File: config.mk
export PLATFORM = sky130hd
export DESIGN_NAME = alu_seq_ctrl
export DESIGN_NICKNAME = d
export VERILOG_FILES = /design/src/rtl/alu_pkg.sv /design/src/rtl/alu_muldiv_iter.sv /design/src/rtl/alu_seq_ctrl.sv
export SDC_FILE = /design/constraint.sdc
export NUM_CORES = 1
export LEC_CHECK = 0
export CAP_MARGIN = 20
export CORE_MARGIN = 2
export CORE_UTILIZATION = 60
export DETAILED_ROUTE_END_ITERATION = 7
export PLACE_DENSITY_LB_ADDON = 0.08
export SLEW_MARGIN = 20
export SYNTH_ARGS = -nofsm -noshare
export SYNTH_HDL_FRONTEND = slang
export SYNTH_SLANG_ARGS = --single-unit
File: constraint.sdc
create_clock -name clk -period 6.41 [get_ports clk]
set_input_delay 1.282 -clock clk [delete_from_list [all_inputs] [get_ports clk]]
set_output_delay 1.282 -clock clk [all_outputs]
set_load 0.05 [all_outputs]
File: src/rtl/alu_pkg.sv
// alu_pkg: opcodes, sequencer states and opcode-class helpers shared by the alu sequencer.
package alu_pkg;
   localparam logic [3:0] OP_OUT  = 4'h0;
   localparam logic [3:0] OP_ADD  = 4'h1;
   localparam logic [3:0] OP_SUB  = 4'h2;
   localparam logic [3:0] OP_MUL  = 4'hA;
   localparam logic [3:0] OP_DIV  = 4'hB;
   localparam logic [3:0] OP_MULU = 4'hC;
   localparam logic [3:0] OP_DIVU = 4'hD;
   localparam logic [3:0] OP_SLT  = 4'hE;
   localparam logic [3:0] OP_SLTU = 4'hF;

   typedef enum logic [2:0] {S_IDLE, S_EXEC, S_MD_RUN, S_MD_FIX, S_RESP} state_t;

   function automatic logic op_is_md(input logic [3:0] op);
      return op == OP_MUL || op == OP_DIV || op == OP_MULU || op == OP_DIVU;
   endfunction

   function automatic logic op_is_div(input logic [3:0] op);
      return op == OP_DIV || op == OP_DIVU;
   endfunction

   function automatic logic op_is_signed(input logic [3:0] op);
      return op == OP_MUL || op == OP_DIV;
   endfunction
endpackage

File: src/rtl/alu_muldiv_iter.sv
// alu_muldiv_iter: unsigned shift-add multiply / restoring divide, one bit per step.
module alu_muldiv_iter #(
   parameter int WIDTH = 32
) (
   input  logic             clk,
   input  logic             start,
   input  logic             step,
   input  logic             is_div,
   input  logic [WIDTH-1:0] a,
   input  logic [WIDTH-1:0] b,
   output logic [WIDTH-1:0] hi,
   output logic [WIDTH-1:0] lo
);
   logic [WIDTH-1:0] m;
   logic             div_mode;
   logic [WIDTH:0]   sum, rem, diff;
   logic             ge;

   always_comb begin
      sum  = {1'b0, hi} + (lo[0] ? {1'b0, m} : '0);
      rem  = {hi, lo[WIDTH-1]};
      diff = rem - {1'b0, m};
      ge   = rem >= {1'b0, m};
   end

   // multiply: lo holds the multiplier, product shifts in from the top;
   // divide: lo holds the dividend, quotient bits shift in from the bottom
   always_ff @(posedge clk) begin
      if (start) begin
         div_mode <= is_div;
         m        <= is_div ? b : a;
         hi       <= '0;
         lo       <= is_div ? a : b;
      end else if (step) begin
         if (div_mode) begin
            hi <= ge ? diff[WIDTH-1:0] : rem[WIDTH-1:0];
            lo <= {lo[WIDTH-2:0], ge};
         end else
            {hi, lo} <= {sum, lo[WIDTH-1:1]};
      end
   end
endmodule

File: src/rtl/alu_seq_ctrl.sv
// alu_seq_ctrl: request/response sequencer in front of the alu; resolves compares locally
// and runs multiply/divide on the iterative unit with sign correction at the end.
module alu_seq_ctrl
   import alu_pkg::*;
#(
   parameter int WIDTH = 32,
   parameter int CNT_W = $clog2(WIDTH) + 1
) (
   input  logic             clk,
   input  logic             rst,
   input  logic             req_valid,
   output logic             req_ready,
   input  logic [3:0]       req_op,
   input  logic [WIDTH-1:0] req_a,
   input  logic [WIDTH-1:0] req_b,
   output logic [3:0]       alu_opcode,
   output logic [WIDTH-1:0] alu_data0,
   output logic [WIDTH-1:0] alu_data1,
   input  logic [WIDTH-1:0] alu_out,
   input  logic             alu_ovf,
   input  logic [3:0]       alu_cond,
   output logic             rsp_valid,
   input  logic             rsp_ready,
   output logic [WIDTH-1:0] rsp_data,
   output logic [WIDTH-1:0] rsp_hi,
   output logic             rsp_ovf,
   output logic [3:0]       rsp_cond,
   output logic             rsp_divz,
   output logic             busy
);
   state_t             state;
   logic [CNT_W-1:0]   cnt;
   logic               neg_a, neg_b;
   logic               accept, req_neg_a, req_neg_b;
   logic [WIDTH-1:0]   mag_a, mag_b, md_hi, md_lo;
   logic               is_alu, is_cmp, lt, is_div;
   logic [WIDTH-1:0]   ex_data, ex_hi, q, r;
   logic [2*WIDTH-1:0] prod;
   logic [WIDTH-1:0]   fx_data, fx_hi;
   logic               fx_ovf;

   assign req_ready = state == S_IDLE;
   assign busy      = state != S_IDLE;
   assign accept    = req_valid && state == S_IDLE;

   always_comb begin
      req_neg_a = op_is_signed(req_op) && req_a[WIDTH-1];
      req_neg_b = op_is_signed(req_op) && req_b[WIDTH-1];
      mag_a     = req_neg_a ? -req_a : req_a;
      mag_b     = req_neg_b ? -req_b : req_b;
      is_alu    = alu_opcode < OP_MUL;
      is_cmp    = alu_opcode == OP_SLT || alu_opcode == OP_SLTU;
      lt        = alu_opcode == OP_SLT ? $signed(alu_data0) < $signed(alu_data1) : alu_data0 < alu_data1;
      // anything else reaching EXEC is a divide by zero
      ex_data   = is_alu ? alu_out : is_cmp ? {{(WIDTH-1){1'b0}}, lt} : '1;
      ex_hi     = (is_alu || is_cmp) ? '0 : alu_data0;
      is_div    = op_is_div(alu_opcode);
      prod      = (neg_a ^ neg_b) ? -{md_hi, md_lo} : {md_hi, md_lo};
      q         = (neg_a ^ neg_b) ? -md_lo : md_lo;
      r         = neg_a ? -md_hi : md_hi;
      fx_data   = is_div ? q : prod[WIDTH-1:0];
      fx_hi     = is_div ? r : prod[2*WIDTH-1:WIDTH];
      fx_ovf    = is_div ? (alu_opcode == OP_DIV && alu_data0 == {1'b1, {(WIDTH-1){1'b0}}} && alu_data1 == '1)
                : alu_opcode == OP_MUL ? fx_hi != {WIDTH{fx_data[WIDTH-1]}} : fx_hi != '0;
   end

   alu_muldiv_iter #(.WIDTH(WIDTH)) u_iter (
      .clk    (clk),
      .start  (accept),
      .step   (state == S_MD_RUN),
      .is_div (op_is_div(req_op)),
      .a      (mag_a),
      .b      (mag_b),
      .hi     (md_hi),
      .lo     (md_lo)
   );

   always_ff @(posedge clk) begin
      if (rst) begin
         state      <= S_IDLE;
         cnt        <= '0;
         neg_a      <= 1'b0;
         neg_b      <= 1'b0;
         alu_opcode <= '0;
         alu_data0  <= '0;
         alu_data1  <= '0;
         rsp_valid  <= 1'b0;
         rsp_data   <= '0;
         rsp_hi     <= '0;
         rsp_ovf    <= 1'b0;
         rsp_cond   <= '0;
         rsp_divz   <= 1'b0;
      end else begin
         case (state)
            S_IDLE: if (req_valid) begin
               alu_opcode <= req_op;
               alu_data0  <= req_a;
               alu_data1  <= req_b;
               neg_a      <= req_neg_a;
               neg_b      <= req_neg_b;
               cnt        <= '0;
               state      <= (op_is_md(req_op) && !(op_is_div(req_op) && req_b == '0)) ? S_MD_RUN : S_EXEC;
            end
            S_EXEC: begin
               rsp_valid <= 1'b1;
               rsp_data  <= ex_data;
               rsp_hi    <= ex_hi;
               rsp_ovf   <= is_alu && alu_ovf;
               rsp_cond  <= is_alu ? alu_cond : '0;
               rsp_divz  <= !is_alu && !is_cmp;
               state     <= S_RESP;
            end
            S_MD_RUN: begin
               cnt <= cnt == CNT_W'(WIDTH - 1) ? '0 : cnt + 1'b1;
               if (cnt == CNT_W'(WIDTH - 1)) state <= S_MD_FIX;
            end
            S_MD_FIX: begin
               rsp_valid <= 1'b1;
               rsp_data  <= fx_data;
               rsp_hi    <= fx_hi;
               rsp_ovf   <= fx_ovf;
               rsp_cond  <= '0;
               rsp_divz  <= 1'b0;
               state     <= S_RESP;
            end
            S_RESP: if (rsp_ready) begin
               rsp_valid <= 1'b0;
               state     <= S_IDLE;
            end
            default: state <= S_IDLE;
         endcase
      end
   end
endmodule

==> results.yml, run 1 <==
sta:
  finalCritPeriodShare_pct: 74.9
  relSlewSlack_pct: 29.0
  setup-violations-final: 0
  setup_tns_ps: 0
  slew_violations: 0
  layout_setup_ws_ps: 1610
  finClkSkew_ps: 14.5
  tightest_slew_ps: 1060
  hold_violations: 0
  fmax_ghz: 0.208
  rsz0062_at_grt: "false"
  min_period_ps: 4800
pwr:
  switchingPower_w: 0.00262
  ir_drop_mv: 0.248
  p_leak_nw: 8.79
  p_int_w: 0.00366
  pwr-share-seq_pct: 33.9
  power_density_nw_per_um2: 284
  swShare_pct: 41.7
  power.share.clock_pct: 27.4
  p_comb_share_pct: 38.7
synth:
  syn_nets: 2578
  synth_ff_type: "dfxtp_1"
  async_flop_share_pct: 0
  ys_seq_area_share_pct: 30.5
  synth-seq-cells: 247
  syn_area_sq_um: 18400
  syn_inst: 2367
  synth_compound_area_share_pct: 22.4
  synthDistinctLibCells: 88
  synth_edf_count: 65
  synth-simple-area-share_pct: 22.7
  syn_avg_cell_area_sq_um: 7.76
  synth_adder_area_share_pct: 7.03
  yosys_warnings: 0
  synth_xor_xnor_area_share_pct: 8.41
  synth_top_family_by_area: "simple AND/OR/NAND/NOR gates"
  synthMuxAreaShare_pct: 4.17
global_route:
  gr-total-overflow: 0
  grt_pass1_vias: 18300
  grtUsageTotal_pct: 44.7
  grt_antenna_before_repair: 2
  grt_pass1_wl_microns: 109000
  grt_max_degree: 98
route:
  remaining_drc_errors: 0
  via_count: 20300
  drt_pass1_iterations: 6
  postRouteAntennaNets: 0
  wl_microns: 74200
  viasPerCell: 6.86
  first_iter_violations: 2988
  routedWlPerCell_microns: 25.1
placed_design:
  gp_congestion: 1.05
  port-buffer-count: 249
  dp_cells: 2902
  placed_area_sq_um: 21100
  place_ws_ps: 1410
  hpwl_microns: 56100
finish:
  nets: 2748
  finalNonFillerCells: 2959
  fillers: 2347
  syn2layout_area_growth_pct: 20.1
  drive_gt1_share_pct: 4.57
  finish.instance_area_sq_um: 22100
worst_hold_path:
  hold_path.class: "reg -> reg"
setup_path:
  path_class: "reg -> reg"
  crit_top_cell: "o21ai_0"
  critPathMaxFanout: 30
  startpoint_type: "flip-flop"
  cp_data_arrival_time_ps: 5240
  path_buf_inv: 2
  cpLargestDelayFamily: "compound AO/OA/AOI/OAI gates"
  slowest_delay_ps: 770
  endpoint_kind: "flip-flop"
  cp_data_required_time_ps: 6850
  cp_slowest_cell: "o21ai_0"
  worstPathCellList: "inv_1 > buf_4 > nor2_1 > ha_1 > o21ai_0 > o21ai_0 > nand2_1 > o21ai_0 > a2111oi_0 > nor3_1 > a2111oi_0 > o21a_1 > o21ai_0 > a21oi_1"
clocking:
  root_buffer: "clkbuf_16"
  ctsResizeCount: 0
  clk_latency_ps: 580
  cts_buffers: 29
  cts_max_path_buffers: 3
  cts_tree: "done"
  clock_sinks: 247
  htree_levels: 1
  cts_hold_buf: 0
  post_cts_buffers: 0
  path_clk_slew_ps: 70
floorplanning:
  fp.dieArea_sq_um: 32000
  die_h_microns: 179
  die_w_microns: 179
  core_sq_um: 30300
  io_pins: 250
  num_rows: 64
  start_util_pct: 60.5
outcome:
  status: "completed"
job:
  drv_cap: 0
## kinds of logic (layout without fill, tap and decap cells)
family / count (synthesis) / in the layout
AOI/OAI and AO/OA: 641 / 641
xor gates and xnor gates: 174 / 174
adders and majority gates: 102 / 102
buffers and inverters: 235 / 427
DFF: 247 / 247
muxes: 76 / 76
other: 0 / 4
and+or+nand+nor: 892 / 892
## flip-flops by register name (all words and copies together), names as in the netlist, 6 cells and up
register	flops
rsp_data	32
rsp_hi	32
alu_data1	32
cnt	6
u_iter.m	32
u_iter.hi	32
alu_data0	32
u_iter.lo	32
## cell usage after synthesis (7+ instances only)
cell type	count	area (sq um)
dfxtp_1	182	3640
o41ai_1	11	96.3
clkbuf_1	112	420
nor3_1	93	465
o21bai_1	8	60.1
nor4_1	33	206
o211ai_1	19	143
ha_1	100	1250
nand4_1	27	169
nand3b_1	9	67.6
and3_1	14	87.6
a211oi_1	29	218
a21oi_1	228	1140
nand2_1	307	1150
and2_1	14	87.6
a31oi_1	18	113
nand3_1	56	280
buf_1	16	60.1
edfxtp_1	65	1950
a221oi_1	39	342
a222oi_1	16	160
nor2b_1	13	81.3
o22ai_1	12	75.1
xnor2_1	102	893
nand2b_1	12	75.1
o31ai_1	17	128
nor2_1	245	920
o21ai_0	119	596
or3_1	11	68.8
a211o_1	7	61.3
or4_1	19	143
or2_2	10	62.6
o21a_1	12	90.1
xor2_1	70	613
mux2i_1	72	721
a22oi_1	12	90.1
a21o_1	34	255
inv_1	101	379
a22o_1	7	61.3
## worst min-delay path: cells and delay by family (launching register included)
| kind | cells | cell delay, ps |
|---|---|---|
| flip-flops | 1 | 320 |
| AND/OR/NAND/NOR | 1 | 60 |
| AO/OA/AOI/OAI | 1 | 50 |
## path summary, 6_finish.rpt
kind | cells past startpoint | slack [ps] | to | from
hold reg to reg | 2 | 480 | alu_data1[22] | alu_data1[22]
setup reg to reg | 14 | 1610 | u_iter.hi[30] | u_iter.lo[0]
setup / recovery | 14 | 1610 | u_iter.hi[30] | u_iter.lo[0]
hold / removal | 2 | 480 | alu_data1[22] | alu_data1[22]
## per-layer routing
| metal | wire [microns] | vias to the layer above | part of all wire (%) | global-route usage, % |
|---|---|---|---|---|
| met4 | 4800 | 0 | 6.5 | 25.0 |
| met1 | 28000 | 9407 | 38 | 59.7 |
| met2 | 31400 | 1592 | 42 | 66.4 |
| li1 | - | 8950 | - | - |
| met5 | 0 | - | 0 | 0 |
| met3 | 9970 | 339 | 13 | 10.6 |
## cells in the final DEF (no fill, tap or decap), types with 65 or more instances in the layout
cell | Yosys | routed
nand2_1 | 307 | 306
clkdlybuf4s50_1 | 0 | 248
nor2_1 | 245 | 241
a21oi_1 | 228 | 228
dfxtp_1 | 182 | 182
o21ai_0 | 119 | 118
xnor2_1 | 102 | 102
inv_1 | 101 | 101
ha_1 | 100 | 100
nor3_1 | 93 | 91
mux2i_1 | 72 | 72
xor2_1 | 70 | 70
edfxtp_1 | 65 | 65
## per-stage QoR
step	utilization (%)	hold WS (ps)	total power, W
after detailed placement	69.4	466	0.00447
after floorplan	-	453	0.00363
after global routing	72.7	502	0.00648
after CTS	72.6	477	0.00617
final	72.7	476	0.00628
after global placement	69.4	446	0.00442
## final cells by class
class | count | area, sq um | share of cell area (%)
antenna | 4 | 10.0 | 0.0454
clock buffer | 37 | 827 | 3.75
clock inverter | 16 | 149 | 0.675
inverter | 103 | 389 | 1.76
multi-input combinational | 1885 | 11900 | 54.1
sequential | 247 | 5600 | 25.4
tap | 396 | 495 | 2.25
timing repair buffer | 271 | 2660 | 12.0
## power groups by stage
| stage | Sequential, W | Clock, W | Combinational (W) |
|---|---|---|---|
| final | 0.00213 | 0.00172 | 0.00243 |
| after global routing | 0.00213 | 0.00177 | 0.00258 |
| after CTS | 0.00210 | 0.00171 | 0.00236 |
| after detailed placement | 0.00213 | 0 | 0.00234 |
| after global placement | 0.00212 | 0 | 0.00230 |
| after floorplan | 0.00227 | 0 | 0.00136 |
(Power assumes the default switching activity.)
==> inputs of run 2 (changes only) <==
Settings changed: CORE_UTILIZATION 60 to 51.
Clock period 6.41 ns to 4.4 ns, I/O delays scaled along.
==> results.yml, run 2 (synthesis gave the netlist of run 1 again) <==
outcome:
  status: "complete, but fails checks"
  violations: "DRC"
pwr:
  ir_drop_mv: 0.481
  power_density_nw_per_um2: 406
  p_leak_nw: 9.18
  power.total_w: 0.00924
finish:
  multi_input_area_sq_um: 11900
  utilization_pct: 64.2
  syn2layout_area_growth_pct: 23.9
  drive_gt1_share_pct: 7.28
  fillers: 3152
  seq_area_sq_um: 5600
  final_common_cell: "nand2_1"
  nets: 2828
  final_cell_mix: "nand2_1 (306), clkdlybuf4s50_1 (248), nor2_1 (242), a21oi_1 (228), dfxtp_1 (182)"
  finalNonFillerCells: 3101
clocking:
  cts_max_path_buffers: 3
  cts_buffers: 28
  clk_latency_ps: 580
  post_cts_buffers: 0
  root_buffer: "clkbuf_16"
  cts_hold_buf: 0
  htree_levels: 1
  ctsResizeCount: 0
  cts_tree: "done"
  path_clk_slew_ps: 70
  clock_sinks: 247
sta:
  fmax_ghz: 0.233
  finalCritPeriodShare_pct: 97.7
  hold_ws_ps: 468
  slew_violations: 0
  setup_tns_ps: 0
  rsz0062_at_grt: "false"
  relSlewSlack_pct: 25.9
  setup-violations-final: 0
  hold_violations: 0
  tightest_slew_ps: 1100
  min_period_ps: 4300
  finClkSkew_ps: 12.9
global_route:
  grt_pass1_vias: 18800
  grt_max_degree: 89
  gr-total-overflow: 0
  grt_pass1_wl_microns: 117000
  grtUsageTotal_pct: 40.2
  grt_antenna_before_repair: 2
placed_design:
  hpwl_microns: 60900
  dp_cells: 3048
  port-buffer-count: 249
  gp_congestion: 1.08
worst_hold_path:
  hold_path.class: "reg -> reg"
  holdPathStages: 2
  hp-start: "rsp_data[0]"
  hold_end: "rsp_data[0]"
floorplanning:
  io_pins: 250
  fp.dieArea_sq_um: 37600
  die_w_microns: 194
  num_rows: 69
  die_h_microns: 194
  start_util_pct: 51.8
  core_sq_um: 35500
setup_path:
  path_class: "reg -> reg"
  rr_worst_depth: 11
  startpoint_type: "flip-flop"
  r2r_slack_ps: 100
  critPathMaxFanout: 12
  r2r-start: "u_iter.lo[28]"
  endpoint_kind: "flip-flop"
  cp_data_required_time_ps: 4840
  r2r-end: "rsp_ovf"
  cp_data_arrival_time_ps: 4740
route:
  remaining_drc_errors: 2
  drt_pass1_iterations: 8
  routedWlPerCell_microns: 25.3
  postRouteAntennaNets: 0
  wl_microns: 78400
  via_count: 20200
  viasPerCell: 6.51
  first_iter_violations: 2587
job:
  drv_cap: 0
## run 2: cell types whose count changed in the layout (fill, tap and decap cells not counted), moves of 2 or more
cell | previous run | this run
clkbuf_8 | 5 | 3
buf_4 | 23 | 101
buf_12 | 0 | 3
clkinv_4 | 1 | 3
diode_2 | 4 | 1
clkinv_2 | 8 | 2
clkinv_1 | 0 | 3
## run 2: area by class of cell
cell class                 count  share of cell area, %
antenna                        1                 0.0110
multi-input combinational   1885                   52.5
sequential                   247                   24.6
timing repair buffer         352                   14.5
inverter                     103                   1.71
tap                          461                   2.53
clock buffer                  35                   3.42
clock inverter                17                  0.764
## run 2: worst max path at each step
stage / from / to / slack, ps / cells after the start
6_report: u_iter.lo[28] / rsp_ovf / 100 / 11
5_1_grt: u_iter.lo[5] / rsp_ovf / 50 / 11
4_1_cts: u_iter.lo[28] / rsp_ovf / 300 / 11
3_5_place_dp: req_a[13] / u_iter.lo[29] / 190 / 11
3_3_place_gp: req_a[13] / u_iter.lo[29] / 220 / 11
2_1_floorplan: state[1] / u_iter.div_mode / 410 / 6
## run 2: through the flow
step                setup WS [ps]  cell area, sq um
finish                        102             22800
global route                 54.3             22800
CTS                           304             22800
detailed placement            186             21800
global placement              216             21800
floorplan                     409             18400
## run 2: layer usage
| metal | track usage [%] | wire, microns | up-vias | part of all wire (%) |
|---|---|---|---|---|
| li1 | - | - | 9107 | - |
| met5 | 0 | 12 | - | 0.015 |
| met3 | 9.69 | 9040 | 243 | 12 |
| met4 | 17.8 | 3950 | 2 | 5.0 |
| met2 | 61.3 | 33900 | 1338 | 43 |
| met1 | 54.0 | 31500 | 9485 | 40 |
## run 2: critical path, cell delays in order (launching register included)
cell and delay [ps]:
edfxtp_1 470, nor4_2 780, nand3_1 380, nor3_2 200, buf_4 220, nor2_1 110
o41a_1 370, xor2_1 590, o21ai_0 270, or3_1 360, a2111oi_1 270, o22ai_1 130
## run 2: power by group
| part | internal [W] | total, W | leakage, nW | switching [W] |
|---|---|---|---|---|
| registers | 0.00264 | 0.00300 | 2.10 | 0.000357 |
| clock network | 0.00139 | 0.00244 | 0.462 | 0.00106 |
| logic | 0.00134 | 0.00380 | 6.61 | 0.00246 |
| total | 0.00537 | 0.00924 | 9.18 | 0.00387 |
==> patch 1, RTL diff (flow settings as in run 2) <==
`WIDTH` is set to 32 in 2 places; all go to 16.
--- a/src/rtl/alu_muldiv_iter.sv
+++ b/src/rtl/alu_muldiv_iter.sv
@@ -2,3 +2,3 @@
 module alu_muldiv_iter #(
-   parameter int WIDTH = 32
+   parameter int WIDTH = 16
 ) (
--- a/src/rtl/alu_seq_ctrl.sv
+++ b/src/rtl/alu_seq_ctrl.sv
@@ -5,3 +5,3 @@
 #(
-   parameter int WIDTH = 32,
+   parameter int WIDTH = 16,
    parameter int CNT_W = $clog2(WIDTH) + 1
Ports: changed (7 resized); port bits go from 250 to 138. No check against the original RTL was run, so the function may have changed too.
==> patch 1 against run 2 <==
  * Combinational power down 49%
  * Final area down 50%
  * Total power down 45%
  * Area after synthesis down 49%
  * Routed wire length down 60%
  * Worst setup slack better by 980 ps
  * Sequential share of layout area up 1.7 points
  * Via count down 54%
  * Global-route usage down 8.1 points
  * Sequential cell count down 113
==> patch 1: results (changes against run 2) <==
- CTS buffer count: 17 (-39%)
- Worst skew pair latency: 430 ps (-150 ps)
- Largest net degree at the start of global routing: 50 (-44%)
- Max clock buf depth: 2 (-1)
- Status: completed
- Placed Instances: 1,504 (-51%)
- EDFF count, synth: 33 (-49%)
- Vias per cell: 6.06 (-6.9%)
- Detailed Routing Iterations Pass 1: 6 (-2)
- Diodes inserted: 0 (-1)
- Max IR drop VDD: 0.349 mV (-27%)
- Net count, final: 1,409 (-50%)
- Synth cell types: 68 (-23%)
- DRC Markers: 0 (-2)
- Final wirelength: 31,600 µm (-60%)
- Average size of a mapped cell: 7.88 µm² (+1.6%)
- Area contributors post-synth: dfxtp_1 (22%), edfxtp_1 (11%), ha_1 (7.0%)
- GP Congestion: 0.989 (-8.5%)
- DP HPWL: 24,200 µm (-60%)
- DR iter-0 viols: 776 (-70%)
- Antenna violations before repair: 0 (-2)
- Met3 WL: 2580 µm (-71%)
- GRT Util Overall: 0.321 (-0.0808)
- Layout cells sized above 1: 0.0627 (-0.0100)
- Met1 Use GR: 0.448 (-0.0923)
- Met1 wire length: 13,900 µm (-56%)
- Sequential cell area fraction in the yosys report: 0.324 (+0.0199)
- PortBufs: 137 (-45%)
## patch 1: power breakdown
group | internal, mW | switching, mW | leakage, nW
clock network | 0.824 | 0.603 | 0.288
logic | 0.716 | 1.22 | 3.11
registers | 1.46 | 0.234 | 1.14
## patch 1: kinds of logic (layout without fill, tap and decap cells)
group	after synthesis	count (layout)	share of synthesized area
buffers and inverters	121	250	0.0492
muxes	43	43	0.0467
AOI/OAI and AO/OA	299	299	0.206
DFF	134	134	0.324
xor gates and xnor gates	83	83	0.0783
and+or+nand+nor	444	444	0.221
adders and majority gates	54	54	0.0744
## patch 1: final cells by class
| type | count | area [µm²] |
|---|---|---|
| clock buffer | 19 | 453 |
| clock inverter | 13 | 134 |
| fill | 1646 | 6430 |
| inverter | 62 | 233 |
| multi-input combinational | 923 | 5830 |
| sequential | 134 | 3010 |
| tap | 229 | 287 |
| timing repair buffer | 156 | 1520 |
## patch 1: critical path: stages (launching register included)
cell	delay, ps
edfxtp_1	480
or4_4	610
nor4_4	340
a21oi_2	190
o41ai_2	280
xnor2_1	320
nand3_1	130
or3_1	370
a2111oi_2	340
o22ai_1	130
## patch 1: per-stage QoR
stage	setup WS, ps	hold WS, ps	instance area, µm²	utilization
floorplan	1080	452	9290	-
global placement	1110	442	10900	0.608
detailed placement	1090	447	10900	0.608
CTS	1130	475	11500	0.641
global route	875	496	11500	0.641
finish	1080	472	11500	0.641
## patch 1: path summary, 6_finish.rpt
kind	from	to	slack (ps)	depth (start not counted)
worst min register to register	rsp_divz	rsp_divz	470	2
worst max register to register	u_iter.lo[7]	rsp_ovf	1080	9
worst max-delay path	u_iter.lo[7]	rsp_ovf	1080	9
worst min-delay path	rsp_divz	rsp_divz	470	2
==> patch 2, RTL diff (flow settings as in run 2) <==
Without the edit above. Reset style: asynchronous (`rst`), changed in one clocked block.
--- a/src/rtl/alu_seq_ctrl.sv
+++ b/src/rtl/alu_seq_ctrl.sv
@@ -77,3 +77,3 @@
 
-   always_ff @(posedge clk) begin
+   always_ff @(posedge clk or posedge rst) begin
       if (rst) begin
Formal check against the unedited RTL: differs if rst is asserted again (counterexample within 4 cycles, from zero or initial values and one cycle with rst high); with rst held inactive, the same outputs for 4 cycles.
==> patch 2 against run 2 <==
  * Critical endpoint is now rsp_ovf
  * Area after synthesis grew 0.13%
  * Critical path type unchanged
  * Final area shrank 0.95%
  * Fmax grew 3.8%
  * Clock skew shrank 3.1 ps
  * Sequential share of layout area grew 3.6 points
  * Worst setup slack gained 160 ps
  * Via count shrank 6.2%
  * Routed wire length shrank 8.0%
  * Utilization shrank 0.76 points
  * Sequential cell count is the same
Power is not compared: it rests on default switching activity, and its combinational part moved more than twofold at a synthesized area within 25%.
==> patch 2: results (changes against run 2) <==
- Max-slew violations: 0 (unchanged)
- Synth cell types: 82 (-6.8%)
- First-pass GRT wire length: 109,000 µm (-6.5%)
- R2R cell count: 10 (-1)
- CTS buffer count: 28 (unchanged)
- Antenna violations before repair: 1 (-1)
- Top post-synthesis cells by count: nand2_1 (330), nor2_1 (208), o21ai_0 (200)
- Vias in the first global route: 17,900 (-5.1%)
- CP max FO: 7 (-5)
- GP Congestion: 0.977 (-9.6%)
- DP HPWL: 55,400 µm (-9.1%)
- Crit path to: rsp_ovf
- Largest net degree at the start of global routing: 149 (+67%)
- Worst reg2reg setup slack: 260 ps (+160 ps)
- Routed wire per std cell: 24.3 µm (-3.9%)
- Net count, final: 2,696 (-4.7%)
- Setup_tns: 0 ps (unchanged)
- Post-CTS setup buffer count: 0 (unchanged)
- Max clock buf depth: 3 (unchanged)
- Layout cells sized above 1: 0.0542 (-0.0185)
- Vias per cell: 6.38 (-2.0%)
- Diodes inserted: 0 (-1)
- PortBufs: 249 (unchanged)
- Worst setup path startpoint: u_iter.lo[19]
- Detailed Routing Iterations Pass 1: 6 (-2)
- Async SR Flop Fraction: 0.607 (+0.607)
- Post-cts resize count: 0 (unchanged)
- WP data arrival: 4590 ps (-150 ps)
- Hold WC Path Type: flip-flop to flip-flop
- CP max-delay cell: o41ai_4
- Worst skew pair latency: 570 ps
- Worst path max stage delay: 750 ps (-30 ps)
- Area contributors post-synth: dfrtp_1 (20%), edfxtp_1 (11%), ha_1 (6.8%)
- Fillers: 3,185 (+1.0%)
- Leak: 9.85 nW
- End point of the worst hold path: rsp_data[28]
- Max IR drop VDD: 0.658 mV
- Synth Warn #: 0 (unchanged)
- Setup WS pre-CTS: 106 ps (-80.4 ps)
- GRT Util Overall: 0.375 (-0.0267)
- EDFF count, synth: 65 (unchanged)
- Status: completed
- CP top delay family: compound AO/OA/AOI/OAI gates
- DR iter-0 viols: 2,245 (-13%)
- CTS H-tree depth: 1 (unchanged)
- Syn Nets: 2,468 (-4.3%)
- Clock Skew: 9.72 ps (-3.15 ps)
- Min-Delay Path Depth: 2 (unchanged)
- Hold wc startpoint: rsp_data[28]
- Sequential cell area fraction in the yosys report: 0.345 (+0.0404)
- Clock root buffer: clkbuf_16
- Worst-margin pin slew: 1080 ps (-19.9 ps)
- Clock transition at path regs: 70 ps (about the same)
## patch 2: changes by cell type after synthesis, moves of 36 or more
cell      change
dfxtp_1     -150
dfrtp_1     +150
nor2_1       -37
a221oi_1     +37
nor3_1       -36
a21oi_1      -54
o21ai_0      +81
## patch 2: per-layer routing
layer  wire length [µm]  GRT usage
met5                 13          0
met1              30000      0.527
met4               3140      0.152
met3               7780     0.0708
met2              31300      0.571
## patch 2: cell families (layout without fill, tap and decap cells)
kind of cell	after synthesis	in the layout	share of synthesized area
and+or+nand+nor	816	816	0.205
AOI/OAI and AO/OA	633	633	0.217
DFF	247	247	0.345
buffers and inverters	223	473	0.0464
xor gates and xnor gates	174	174	0.0828
adders and majority gates	102	102	0.0702
muxes	62	62	0.0337
## patch 2: worst register-to-register path: cells and delay by family, from the launching register on
kind,cells,cell delay (ps)
AND/OR/NAND/NOR,3,1220
AO/OA/AOI/OAI,6,2000
XOR/XNOR,1,390
flip-flops,1,420
## patch 2: final cells by class
class                   instances  share of cell area
inverters                     112              0.0189
repair buffers                309               0.132
well taps                     461              0.0256
clock buffers                  36              0.0361
flip-flops and latches        247               0.282
clock inverters                16             0.00755
multi-input cells            1787               0.499
## patch 2: power by group
| group | internal, mW | total (mW) | switching, mW |
|---|---|---|---|
| registers | 3.45 | 4.89 | 1.44 |
| clock network | 1.48 | 2.53 | 1.05 |
| logic | 4.03 | 11.7 | 7.69 |
## patch 2: through the flow
step	area, µm²	instances	hold WS [ps]
after floorplan	18400	2257	445
after global placement	21600	2916	463
after detailed placement	21600	2916	470
after CTS	22500	2968	483
after global routing	22500	2968	498
final	22500	2968	477
